File: config.mk
export PLATFORM = sky130hd
export DESIGN_NAME = bit_serial_alu_ctrl
export DESIGN_NICKNAME = d
export VERILOG_FILES = /design/src/rtl/bit_serial_alu_ctrl_pkg.sv /design/src/rtl/bit_serial_alu_ctrl_slice.sv /design/src/rtl/bit_serial_alu_ctrl.sv
export SDC_FILE = /design/constraint.sdc
export NUM_CORES = 1
export LEC_CHECK = 0
export ABC_AREA = 1
export CAP_MARGIN = 10
export CORE_UTILIZATION = 45
export CTS_CLUSTER_SIZE = 25
export DETAILED_ROUTE_END_ITERATION = 8
export PLACE_DENSITY = 0.69
export REMOVE_ABC_BUFFERS = 1
export SYNTH_ARGS = -nofsm -noshare
export SYNTH_HDL_FRONTEND = slang
export SYNTH_HIERARCHICAL = 1
export SYNTH_SLANG_ARGS = --single-unit
File: constraint.sdc
create_clock -name clk -period 6.88 [get_ports clk]
set_clock_uncertainty 0.15 [all_clocks]
set_input_delay 1.376 -clock clk [delete_from_list [all_inputs] [get_ports clk]]
set_output_delay 1.376 -clock clk [all_outputs]
set_load 0.02 [all_outputs]
File: src/rtl/bit_serial_alu_ctrl_pkg.sv
// Shared opcode constants, FSM state type and opcode helpers for the bit-serial ALU.
package bit_serial_alu_ctrl_pkg;

    typedef enum logic [1:0] {
        ST_IDLE = 2'd0,
        ST_RUN  = 2'd1,
        ST_DONE = 2'd2
    } state_t;

    localparam int unsigned OP_W = 3;

    localparam logic [OP_W-1:0] OP_ADD  = 3'b000;
    localparam logic [OP_W-1:0] OP_SUB  = 3'b001;
    localparam logic [OP_W-1:0] OP_XOR  = 3'b010;
    localparam logic [OP_W-1:0] OP_SLT  = 3'b011;
    localparam logic [OP_W-1:0] OP_AND  = 3'b100;
    localparam logic [OP_W-1:0] OP_NAND = 3'b101;
    localparam logic [OP_W-1:0] OP_NOR  = 3'b110;
    localparam logic [OP_W-1:0] OP_OR   = 3'b111;

    // Ops that run through the adder and thread a carry between bits.
    function automatic logic op_is_arith(input logic [OP_W-1:0] op);
        return (op == OP_ADD) || (op == OP_SUB) || (op == OP_SLT);
    endfunction

    // Ops that compute a + ~b + 1.
    function automatic logic op_inverts_b(input logic [OP_W-1:0] op);
        return (op == OP_SUB) || (op == OP_SLT);
    endfunction

endpackage

File: src/rtl/bit_serial_alu_ctrl_slice.sv
// One-bit ALU slice: full adder for arithmetic ops, bitwise gates for logic ops.
module alu_bit_slice
    import bit_serial_alu_ctrl_pkg::*;
(
    input  logic            a,
    input  logic            b,
    input  logic            cin,
    input  logic [OP_W-1:0] op,
    output logic            out,
    output logic            cout
);

    logic bx;

    // Bit operation select; carry is only meaningful for arithmetic ops.
    always_comb begin
        bx   = op_inverts_b(op) ? ~b : b;
        out  = 1'b0;
        cout = 1'b0;
        case (op)
            OP_ADD, OP_SUB, OP_SLT: begin
                out  = a ^ bx ^ cin;
                cout = (a & bx) | (a & cin) | (bx & cin);
            end
            OP_XOR:  out = a ^ b;
            OP_AND:  out = a & b;
            OP_NAND: out = ~(a & b);
            OP_NOR:  out = ~(a | b);
            OP_OR:   out = a | b;
            default: out = 1'b0;
        endcase
    end

endmodule

File: src/rtl/bit_serial_alu_ctrl.sv
// Bit-serial ALU sequencer: runs a WIDTH-bit op through one 1-bit slice, LSB first.
module bit_serial_alu_ctrl
    import bit_serial_alu_ctrl_pkg::*;
#(
    parameter int unsigned WIDTH = 32
) (
    input  logic             clk,
    input  logic             reset,
    input  logic             start,
    input  logic [OP_W-1:0]  op,
    input  logic [WIDTH-1:0] a,
    input  logic [WIDTH-1:0] b,
    output logic             busy,
    output logic             done,
    output logic [WIDTH-1:0] result,
    output logic             carryout,
    output logic             overflow,
    output logic             zero
);

    localparam int unsigned IDX_W = $clog2(WIDTH);
    localparam logic [IDX_W-1:0] LAST_IDX = IDX_W'(WIDTH - 1);

    state_t           state;
    state_t           state_nxt;
    logic             accept;
    logic             last_bit;

    logic [WIDTH-1:0] a_q;
    logic [WIDTH-1:0] b_q;
    logic [OP_W-1:0]  op_q;
    logic [IDX_W-1:0] idx;
    logic             carry_q;
    logic [WIDTH-2:0] shift_q;

    logic             slice_out;
    logic             slice_cout;
    logic             arith;
    logic             ovf_c;
    logic [WIDTH-1:0] final_c;

    alu_bit_slice u_slice (
        .a    (a_q[idx]),
        .b    (b_q[idx]),
        .cin  (carry_q),
        .op   (op_q),
        .out  (slice_out),
        .cout (slice_cout)
    );

    // State register.
    always_ff @(posedge clk) begin
        if (reset) begin
            state <= ST_IDLE;
        end else begin
            state <= state_nxt;
        end
    end

    // Next-state logic; start is honoured only in IDLE and DONE.
    always_comb begin
        state_nxt = state;
        accept    = 1'b0;
        last_bit  = 1'b0;
        case (state)
            ST_IDLE: begin
                if (start) begin
                    accept    = 1'b1;
                    state_nxt = ST_RUN;
                end
            end
            ST_RUN: begin
                if (idx == LAST_IDX) begin
                    last_bit  = 1'b1;
                    state_nxt = ST_DONE;
                end
            end
            ST_DONE: begin
                if (start) begin
                    accept    = 1'b1;
                    state_nxt = ST_RUN;
                end else begin
                    state_nxt = ST_IDLE;
                end
            end
            default: state_nxt = ST_IDLE;
        endcase
    end

    // Final value assembly on the MSB cycle; SLT collapses to sign XOR overflow.
    always_comb begin
        arith   = op_is_arith(op_q);
        ovf_c   = carry_q ^ slice_cout;
        final_c = {slice_out, shift_q};
        if (op_q == OP_SLT) begin
            final_c = WIDTH'(slice_out ^ ovf_c);
        end
    end

    // Operand latch, bit sequencing and registered outputs.
    always_ff @(posedge clk) begin
        if (reset) begin
            a_q      <= '0;
            b_q      <= '0;
            op_q     <= '0;
            idx      <= '0;
            carry_q  <= 1'b0;
            shift_q  <= '0;
            busy     <= 1'b0;
            done     <= 1'b0;
            result   <= '0;
            carryout <= 1'b0;
            overflow <= 1'b0;
            zero     <= 1'b0;
        end else begin
            busy <= (state_nxt == ST_RUN);
            done <= (state_nxt == ST_DONE);
            if (accept) begin
                a_q     <= a;
                b_q     <= b;
                op_q    <= op;
                idx     <= '0;
                carry_q <= op_inverts_b(op);
                shift_q <= '0;
            end else if (state == ST_RUN) begin
                shift_q <= (WIDTH-1)'({slice_out, shift_q} >> 1);
                idx     <= idx + IDX_W'(1);
                if (arith) begin
                    carry_q <= slice_cout;
                end
                if (last_bit) begin
                    result   <= final_c;
                    carryout <= arith & slice_cout;
                    overflow <= arith & ovf_c;
                    zero     <= (final_c == '0);
                end
            end
        end
    end

endmodule

; ---- Word level (Yosys, flattened, before mapping)
; Cells that the tools add are included.
[classes]
eq_ne = 14
n_mux = 19
reduce_logical = 14
n_lt_le_gt_ge = 1
bitwise = 18
n_addsub = 1
[op_table]
columns = operator, count
row1 = 32-bit logical NOT, 1
row2 = 32-bit 2-to-1 mux, 1
row3 = 3-bit == test (second input constant), 4
row4 = 1-bit 2-to-1 mux, 12
row5 = 1-bit binary-select mux with 5-bit select, 2
row6 = 3-bit by 2-bit == test with 1-bit output (second input constant), 3
row7 = 1-bit bitwise AND, 6
row8 = 3-bit by 1-bit == test with 1-bit output (second input constant), 2
row9 = 5-bit by 6-bit less-than comparator with 1-bit output (second input constant), 1
row10 = 1-bit case mux with 6 select lines, 1
row11 = 2-bit case mux with 3 select lines, 1
row12 = 5-bit by 1-bit adder with 5-bit output (second input constant), 1
row13 = 5-bit == test (second input constant), 1
row14 = 1-bit XOR, 5
row15 = 2-bit by 1-bit == test with 1-bit output (second input constant), 2
row16 = 2-bit == test (second input constant), 2
row17 = 1-bit logical OR, 4
row18 = 2-bit 2-to-1 mux, 2
row19 = 1-bit NOT, 4
row20 = 2-bit nonzero test, 2
row21 = 2-bit OR reduction, 2
row22 = 3-bit logical NOT, 1
row23 = 1-bit OR, 3
row24 = 3-bit AND reduction, 1
row25 = 3 further kinds, 3
[word_totals]
in_bits = 70
wordCells = 80
output_inout_bits = 37
ff_bits = 143

; ---- Longest topological paths before layout
; Gate-level depths: netlist of the first run.
[logic_depth]
depth_word = 12
depth_mapped = 27
mapped_depth_nobuf = 25

; ---- Hierarchy
; Netlist of the first run, hierarchy kept.
[modules_own_cells]
columns = mod, cells_per_inst, instances, area_each_um2
row1 = bit_serial_alu_ctrl, 809, 1, 5863.1
row2 = alu_bit_slice, 28, 1, 152.6

; ---- Least setup slack after synthesis of the first run
; OpenSTA, ideal clock, no wires.
[synth_timing]
path_kind = register to register
from = register idx[0]
to = register zero
setup_slack_ns = 4.114
period_less_slack_ns = 2.766
path_stages_with_launch = 24
setup_time_ns = 0.064
t_arrival_ns = 2.552
path_cell_list = dfxtp_1 -> buf_6 -> buf_6 -> o21ai_0 -> nor2_1 -> o31ai_1 -> nand2_1 -> o21ai_1 -> inv_1 -> xor2_1 -> inv_1 -> fa_1 -> o21ai_1 -> nand3_1 -> nand2_1 -> inv_1 -> inv_1 -> nand3_1 -> nand3b_1 -> nand2_1 -> nand3_1 -> nor2_1 -> nor2_1 -> nor2_1
[synth_lines]
columns = item, line
row1 = "start, declared", bit_serial_alu_ctrl.sv:32  ; logic [IDX_W-1:0] idx;
row2 = "start signal, assigned", bit_serial_alu_ctrl.sv:127  ; idx <= idx + IDX_W'(1);
row3 = 1-bit binary-select mux with 5-bit select, bit_serial_alu_ctrl.sv:44  ; .b (b_q[idx]),
row4 = 1-bit 2-to-1 mux (implied by the code), bit_serial_alu_ctrl.sv:44
row5 = 1-bit NOT, bit_serial_alu_ctrl_slice.sv:17  ; bx = op_inverts_b(op) ? ~b : b;
row6 = 1-bit 2-to-1 mux, bit_serial_alu_ctrl_slice.sv:17
row7 = 1-bit XOR (2 in a row), bit_serial_alu_ctrl_slice.sv:22  ; out = a ^ bx ^ cin;
row8 = 1-bit case mux with 6 select lines *, bit_serial_alu_ctrl_slice.sv:20  ; case (op)
row9 = net slice_out, bit_serial_alu_ctrl.sv:36  ; logic slice_out;
row10 = 1-bit XOR, bit_serial_alu_ctrl.sv:96  ; final_c = WIDTH'(slice_out ^ ovf_c);
row11 = 32-bit 2-to-1 mux *, bit_serial_alu_ctrl.sv:95  ; if (op_q == OP_SLT) begin
row12 = 32-bit logical NOT *, bit_serial_alu_ctrl.sv:135  ; zero <= (final_c == '0);
row13 = "end signal, assigned", bit_serial_alu_ctrl.sv:135
row14 = "end, declared", bit_serial_alu_ctrl.sv:18  ; output logic zero
; Mark *: on every way through the listed nets, which the timed path passes. The rest lies on a longest branch. The select of a mux whose other input is x is not followed.
; A chain may end at the register's enable or synchronous reset.

; ---- Final worst setup path of the first run
[layout_timing]
from = register idx[1]
to = register zero
; The elaborated chain is that of the path after synthesis.

==> impl_results.md, run 1 <==
- Slew Limit Headroom: 46.5%
- Area after DPL: 7040 sq um
- Combinational share of power: 10.2%
- Switching power share of the total: between 20 and 25%
- IO buf count: 106
- Count of different cell masters after synthesis: 30
- Pre-CTS WS: 3.28 ns
- Fin Setup TNS: 0 ns
- Top_reg_cell synth: dfxtp_1
- Initial core utilization: between 40% and 50%
- GRT Residual Overflow: 0
- Fin area: 7650 sq um
- Post-synth EDFFs: 0
- Clock transition at the registers of the reported paths: 0.06 ns
- Fmax: 0.279 GHz
- Clock sink count: 143
- First-pass DRT Iterations: 5
- Met2 Track Usage GR: 33.3%
- Antenna Violating Nets Remaining: 0
- Antenna fix cells: 0
- Part of the Yosys area used for sequential elements: 47.6%
- Sequential share of power: approximately 44%
- Largest net degree at the start of global routing: 100
- CTS Buffer Depth: 2
- Pins over their slew limit: 0
- Arrival time worst endpoint: between 3 and 4 ns
- Syn-to-layout area delta: 27.1%
- Slew @ Worst Pin: roughly 0.8 ns
- Die Span X: 118 microns
- H-Tree Level Count: 4
- Area of the mapped netlist: between 6000 and 7000 sq um
- Setup Buffers After CTS: 0
- Final hold viol count: 0
- Die Span Y: 118 microns
- Initial antenna violation count: 0
- Hold Path Class: reg2reg
- Period utilization: 52.1%
- Clk root buf: clkbuf_16
- Critical path type: reg2reg
- Hpwl dp: ~8800 microns
- Yosys top cell by area: dfxtp_1
- Vias in the first global route: around 5200
- Total GRT Usage: 21.6%
- Leakage power: 3.04 nW
- Cell internal pwr: 1.53 mW
- Residual DRC: 0
- Worst-path fanout max: 19
- Mean Syn Cell Area: 7.19 sq um
- Post-cts repair resize count: 0
- Post-Route WL: about 14000 microns
- CTS Hold Bufs: 0
- Post-Syn Instances: 837
- Flops & latches, synth: 143
- Worst Slack Setup Final: ~3.3 ns
- GRT busiest layer: met2
- TritonCTS Buffers: 17
- Final core occ: 59.6%
- Crit start category: flop
- Post-synth top area share: roughly 48%
- Grt met1 use: between 20 and 30%
- Clock Latency Late Sink: 0.42 ns
- Tmin final: roughly 3.6 ns
- Wire length per cell: 12.8 microns
- Sw power: 0.499 mW
- M3 GR Usage: 4.75%
- RSZ-0062 raised after global routing: no
- Post-layout nets: a little under 1000
- Vias/cell: 5.04
- Overall power: 2.03 mW
- Ys async rst share: 0%
- Worst Setup End Kind: flop
- Critical Path RT: 7.09 ns
- Yosys warns: 6
- DIE AREA: 13800 sq um
- Area contributors post-synth: dfxtp_1 (48%), nor2_1 (11%), nand2_1 (9.7%), o21ai_0 (8.5%), a21oi_1 (6.7%)
- CTS tree: done
- Vias: 5530
- Status: finished clean
- Max Cap Viol: 0
- First-pass GRT wire length: 24700 microns
- Gpl congestion: 0.755
- First DRT Iteration DRCs: 369
- Core Area: 12800 sq um
- Final setup violating endpoints: 0
- IO Count: approximately 110
- Clk pwr share: 46.0%
- Layout cells sized above 1: 5.84%
- Maximum VDD drop: 0.193 mV
- Site Rows: 41
- Power Density: 265 nW/um^2
layout make-up:
class,instances,area (sq um)
fillers,1239,5180
flip-flops and latches,143,2860
multi-input cells,604,2740
repair buffers,111,1100
clock buffers,18,439
well taps,172,215
clock inverters,14,166
inverters,35,131
placed cells by master, fill, tap and decap left out, types with 2 or more instances in the layout:
cell type / count
inv_2: 7
bufinv_16: 3
inv_1: 28
dfxtp_1: 143
nand2_1: 156
clkbuf_16: 17
clkdlybuf4s50_1: 106
a211oi_1: 5
nor2_1: 172
nand3_1: 49
o31ai_1: 2
buf_4: 5
o211ai_1: 3
clkinv_2: 5
a31oi_1: 2
nor2_4: 2
o21ai_1: 13
o21ai_0: 102
nand2_2: 3
ha_1: 4
nor2_2: 2
clkinv_4: 4
a21oi_1: 81
sequential cells by signal (all words and copies together), names as in the netlist:
name / cells
a_q: 32
b_q: 32
busy: 1
carry_q: 1
carryout: 1
done: 1
idx: 5
op_q: 3
overflow: 1
result: 32
shift_q: 31
state: 2
zero: 1
cell usage after synthesis, drive strengths merged (2+ instances only):
library cell  number
nand2            159
o21ai            116
a21oi             81
dfxtp            143
nor2             176
nand3             50
o31ai              2
a31oi              2
inv               34
a211oi             5
buf               30
ha                 4
clkbuf            25
o211ai             3
kinds of logic after synthesis:
kind of cell / share of synthesized area (%)
simple gates: 26.2
compound gates: 17.9
flops: 47.6
buf+inv: 6.95
fa+ha+maj: 1.16
xor+xnor: 0.146
through the flow:
step                      hold slack [ns]  cells
after global routing                0.331   1097
after CTS                           0.314   1097
after global placement              0.303   1065
final                               0.313   1097
after floorplan                     0.282    782
after detailed placement            0.302   1065
final timing paths:
kind                            cells after the start        from  slack (ns)    endpoint
worst min register to register                      2  shift_q[0]        0.31  shift_q[0]
worst min-delay path                                2  shift_q[0]        0.31  shift_q[0]
worst max-delay path                               22      idx[1]        3.29        zero
worst max register to register                     22      idx[1]        3.29        zero
worst max-delay path, cell delays in order, from the launching register on:
cell,delay (ns)
dfxtp_1,0.78
inv_2,0.31
a21oi_1,0.21
a21oi_1,0.09
a21oi_1,0.19
nand2_1,0.07
o21ai_1,0.09
inv_1,0.10
xor2_1,0.15
inv_1,0.06
fa_1,0.47
o21ai_1,0.06
nand3_1,0.08
nand2_1,0.05
inv_1,0.08
inv_1,0.06
nand3_1,0.08
nand3b_1,0.08
nand2_1,0.08
nand3_1,0.07
nor2_1,0.09
nor2_1,0.04
nor2_1,0.07
metal layers:
layer / up-vias / wire, microns
li1: 2887 / -
met1: 2508 / 6800
met2: 120 / 6450
met3: 15 / 610
met4: 0 / 212
met5: - / 0
power by group through the flow:
stage | sequential [mW] | combinational, mW | clock (mW)
2_1_floorplan | 0.902 | 0.125 | 0
3_3_place_gp | 0.906 | 0.203 | 0
3_5_place_dp | 0.906 | 0.207 | 0
4_1_cts | 0.889 | 0.208 | 0.945
5_1_grt | 0.893 | 0.240 | 0.982
6_report | 0.889 | 0.206 | 0.934
No activity file was read; power rests on OpenSTA's default activity.
==> inputs of run 2 (changes only) <==
--- a/config.mk
+++ b/config.mk
@@ -10,7 +10,7 @@
 export CORE_UTILIZATION = 45
 export CTS_CLUSTER_SIZE = 25
 export DETAILED_ROUTE_END_ITERATION = 8
-export PLACE_DENSITY = 0.69
+export PLACE_DENSITY = 0.72
 export REMOVE_ABC_BUFFERS = 1
 export SYNTH_ARGS = -nofsm -noshare
 export SYNTH_HDL_FRONTEND = slang
==> constraint.sdc (replaced) <==
create_clock -name clk -period 3 [get_ports clk]
set_clock_uncertainty 0.15 [all_clocks]
set_input_delay 0.6 -clock clk [delete_from_list [all_inputs] [get_ports clk]]
set_output_delay 0.6 -clock clk [all_outputs]
set_load 0.02 [all_outputs]
==> run 2 against run 1 <==
  * Clock power rose by 140%
  * Power rose by 140%
  * Worst setup slack got worse by 3.3 ns
  * Cell count rose by 2.4%
  * Critical path depth did not move
  * Hold slack improved by 0.0032 ns
  * Non-clock buffer count rose by 25
  * First-iteration DRC count rose by 31%
  * Highest routed layer unchanged
  * Global-route usage fell by 0.13 points
  * Largest power group unchanged
  * Routed wire length rose by 5.6%
==> impl_results.md, run 2 (same netlist as run 1, synthesis figures left out) <==
- Status: finished clean
- Most used cell, CP: nor2_1
- IO buf count: 106
- Combinational share of power: 11.3%
- Fillers: 1156
- Clock transition at the registers of the reported paths: 0.06 ns
- Maximum VDD drop: roughly 0.4 mV
- H-Tree Level Count: 4
- Core Area: 12800 sq um
- Largest net degree at the start of global routing: 100
- Clock sink count: approximately 140
- RSZ-0062 raised after global routing: yes
- Vias: 5735
- CTS Hold Bufs: 0
- Die Span Y: 118 microns
- Max Cap Viol: 0
- Residual DRC: 0
- Slew @ Worst Pin: 0.509 ns
- Multi-input gate area: 2760 sq um
- Hold Path Class: reg2reg
- Worst-path cell chain: clkinv_8 -> buf_12 -> clkbuf_16 -> nor2_1 -> nor2_1 -> o31ai_1 -> nand2_1 -> o21ai_1 -> inv_2 -> fa_1 -> o21ai_1 -> nand3_1 -> nand2_1 -> inv_2 -> inv_2 -> nand3_2 -> nand3b_1 -> nand2_1 -> nand3_1 -> nor2_1 -> nor2_1 -> nor2_1
- Sequential share of power: 42.4%
- Max incr delay on CP: 0.53 ns
- Leading cell type in the layout, fill and taps excluded: nor2_1
- DIE AREA: between 10000 and 15000 sq um
- Fin Setup TNS: 0 ns
- Arrival time worst endpoint: roughly 3.2 ns
- Clk pwr share: between 40% and 50%
- Fmax: 0.337 GHz
- Switching power share of the total: 24.3%
- Post-layout nets: just over 1000
- Overall power: 4.82 mW
- Most frequent cells in the layout: nor2_1 (171), nand2_1 (153), dfxtp_1 (142)
- Hold_ws: 0.316 ns
- Placed Cells: 1081
- Slew Limit Headroom: 66.0%
- CTS tree: done
- Total GRT Usage: ~22%
- Tmin final: 2.97 ns
- Clock Latency Late Sink: 0.42 ns
- Critical Path RT: 3.21 ns
- Crit start category: flop
- GRT Residual Overflow: 0
- Vias in the first global route: 5198
- Die Span X: 118 microns
- CTS Buffer Depth: 2
- Area after DPL: ~7200 sq um
- Largest regs: a_q: 32 flops, b_q: 32 flops, result: 32 flops
- Power Density: 602 nW/um^2
- First-pass GRT wire length: approximately 24000 microns
- CP delay by family, top: simple AND/OR/NAND/NOR gates
- Final core occ: between 60 and 70%
- Fin area: 8000 sq um
- Gpl congestion: 0.851
- Hpwl dp: 9270 microns
- Vias/cell: 5.11
- Post-Route WL: about 15000 microns
- Final hold viol count: 0
- Critical path type: reg2reg
- Antenna Violating Nets Remaining: 0
- Worst-path fanout max: 10
- Initial antenna violation count: 0
- Wire length per cell: 13.2 microns
- Crit-path slowest cell: fa_1
- Pre-CTS WS: 0.0450 ns
- Site Rows: 41
- Initial core utilization: 46.9%
- Worst Setup End Kind: flop
- Antenna fix cells: 0
- Period utilization: 99.0%
- Leakage power: 3.21 nW
- Sw power: 1.17 mW
- Non-Filler Instances: 1123
- Seq. cell area: 2870 sq um
- First DRT Iteration DRCs: about 480
- Layout cells sized above 1: 9.46%
- Cell internal pwr: 3.64 mW
- Pins over their slew limit: 0
- Worst Slack Setup Final: around 0.029 ns
- Clk root buf: clkbuf_16
- Syn-to-layout area delta: 33.0%
- First-pass DRT Iterations: 6
- IO Count: 107
- TritonCTS Buffers: 17
- Buf/Inv on CP: 6
- Final setup violating endpoints: 0
-- run 2: cell count changes in the layout (fill, tap and decap cells not counted), sizes merged --
| cell | delta |
|---|---|
| inv | -1 |
| clkinvlp | +1 |
| clkbuf | +3 |
| buf | +23 |
| bufinv | +1 |
| clkinv | -1 |
-- run 2: per-layer routing --
| metal | up-vias | part of all wire [%] | global-route usage, % |
|---|---|---|---|
| met5 | - | 0 | 0 |
| met4 | 0 | 1.5 | 6.89 |
| met3 | 25 | 5.1 | 4.94 |
| met2 | 152 | 46 | 33.6 |
| met1 | 2618 | 47 | 29.3 |
| li1 | 2940 | - | - |
-- run 2: timing repair --
action | 4_1_cts | 5_1_grt
gates resized for setup | 0 | 21
buffers inserted | 0 | 7
setup endpoints to repair | 0 | 4
-- run 2: final timing paths --
kind	start	end	slack (ns)	cells after the start
setup / recovery	idx[0]	zero	0.03	22
hold / removal	a_q[28]	a_q[28]	0.32	2
setup reg to reg	idx[0]	zero	0.03	22
hold reg to reg	a_q[28]	a_q[28]	0.32	2
-- run 2: worst register-to-register path, delay by kind of cell, from the launching register on --
family,cells,cell delay [ns]
compound gates,3,0.37
fa+ha+maj,1,0.53
buf+inv,6,0.56
flops,1,0.45
simple gates,12,0.85
-- run 2: area by class of cell --
cell class | count | area share (%)
Clock inverter | 13 | 2.36
Tap cell | 172 | 2.69
Clock buffer | 19 | 5.53
Multi-Input combinational cell | 604 | 34.5
Timing Repair Buffer | 136 | 17.2
Inverter | 35 | 1.80
Sequential cell | 143 | 35.8
Timing Repair inverter | 1 | 0.109
-- run 2: power by group through the flow --
stage          registers [mW]  clock network (mW)  logic (mW)
6_report                 2.04                2.23       0.543
5_1_grt                  2.05                2.34       0.609
4_1_cts                  2.04                2.25       0.505
3_5_place_dp             2.08                   0       0.500
3_3_place_gp             2.08                   0       0.492
2_1_floorplan            2.07                   0       0.286
==> inputs of run 3 (changes only) <==
--- a/config.mk
+++ b/config.mk
@@ -12,6 +12,7 @@
 export DETAILED_ROUTE_END_ITERATION = 8
 export PLACE_DENSITY = 0.72
 export REMOVE_ABC_BUFFERS = 1
+export SLEW_MARGIN = 20
 export SYNTH_ARGS = -nofsm -noshare
 export SYNTH_HDL_FRONTEND = slang
 export SYNTH_HIERARCHICAL = 1
==> results of run 3 <==
The final DEF is identical to that of run 2; final timing and power are the same.
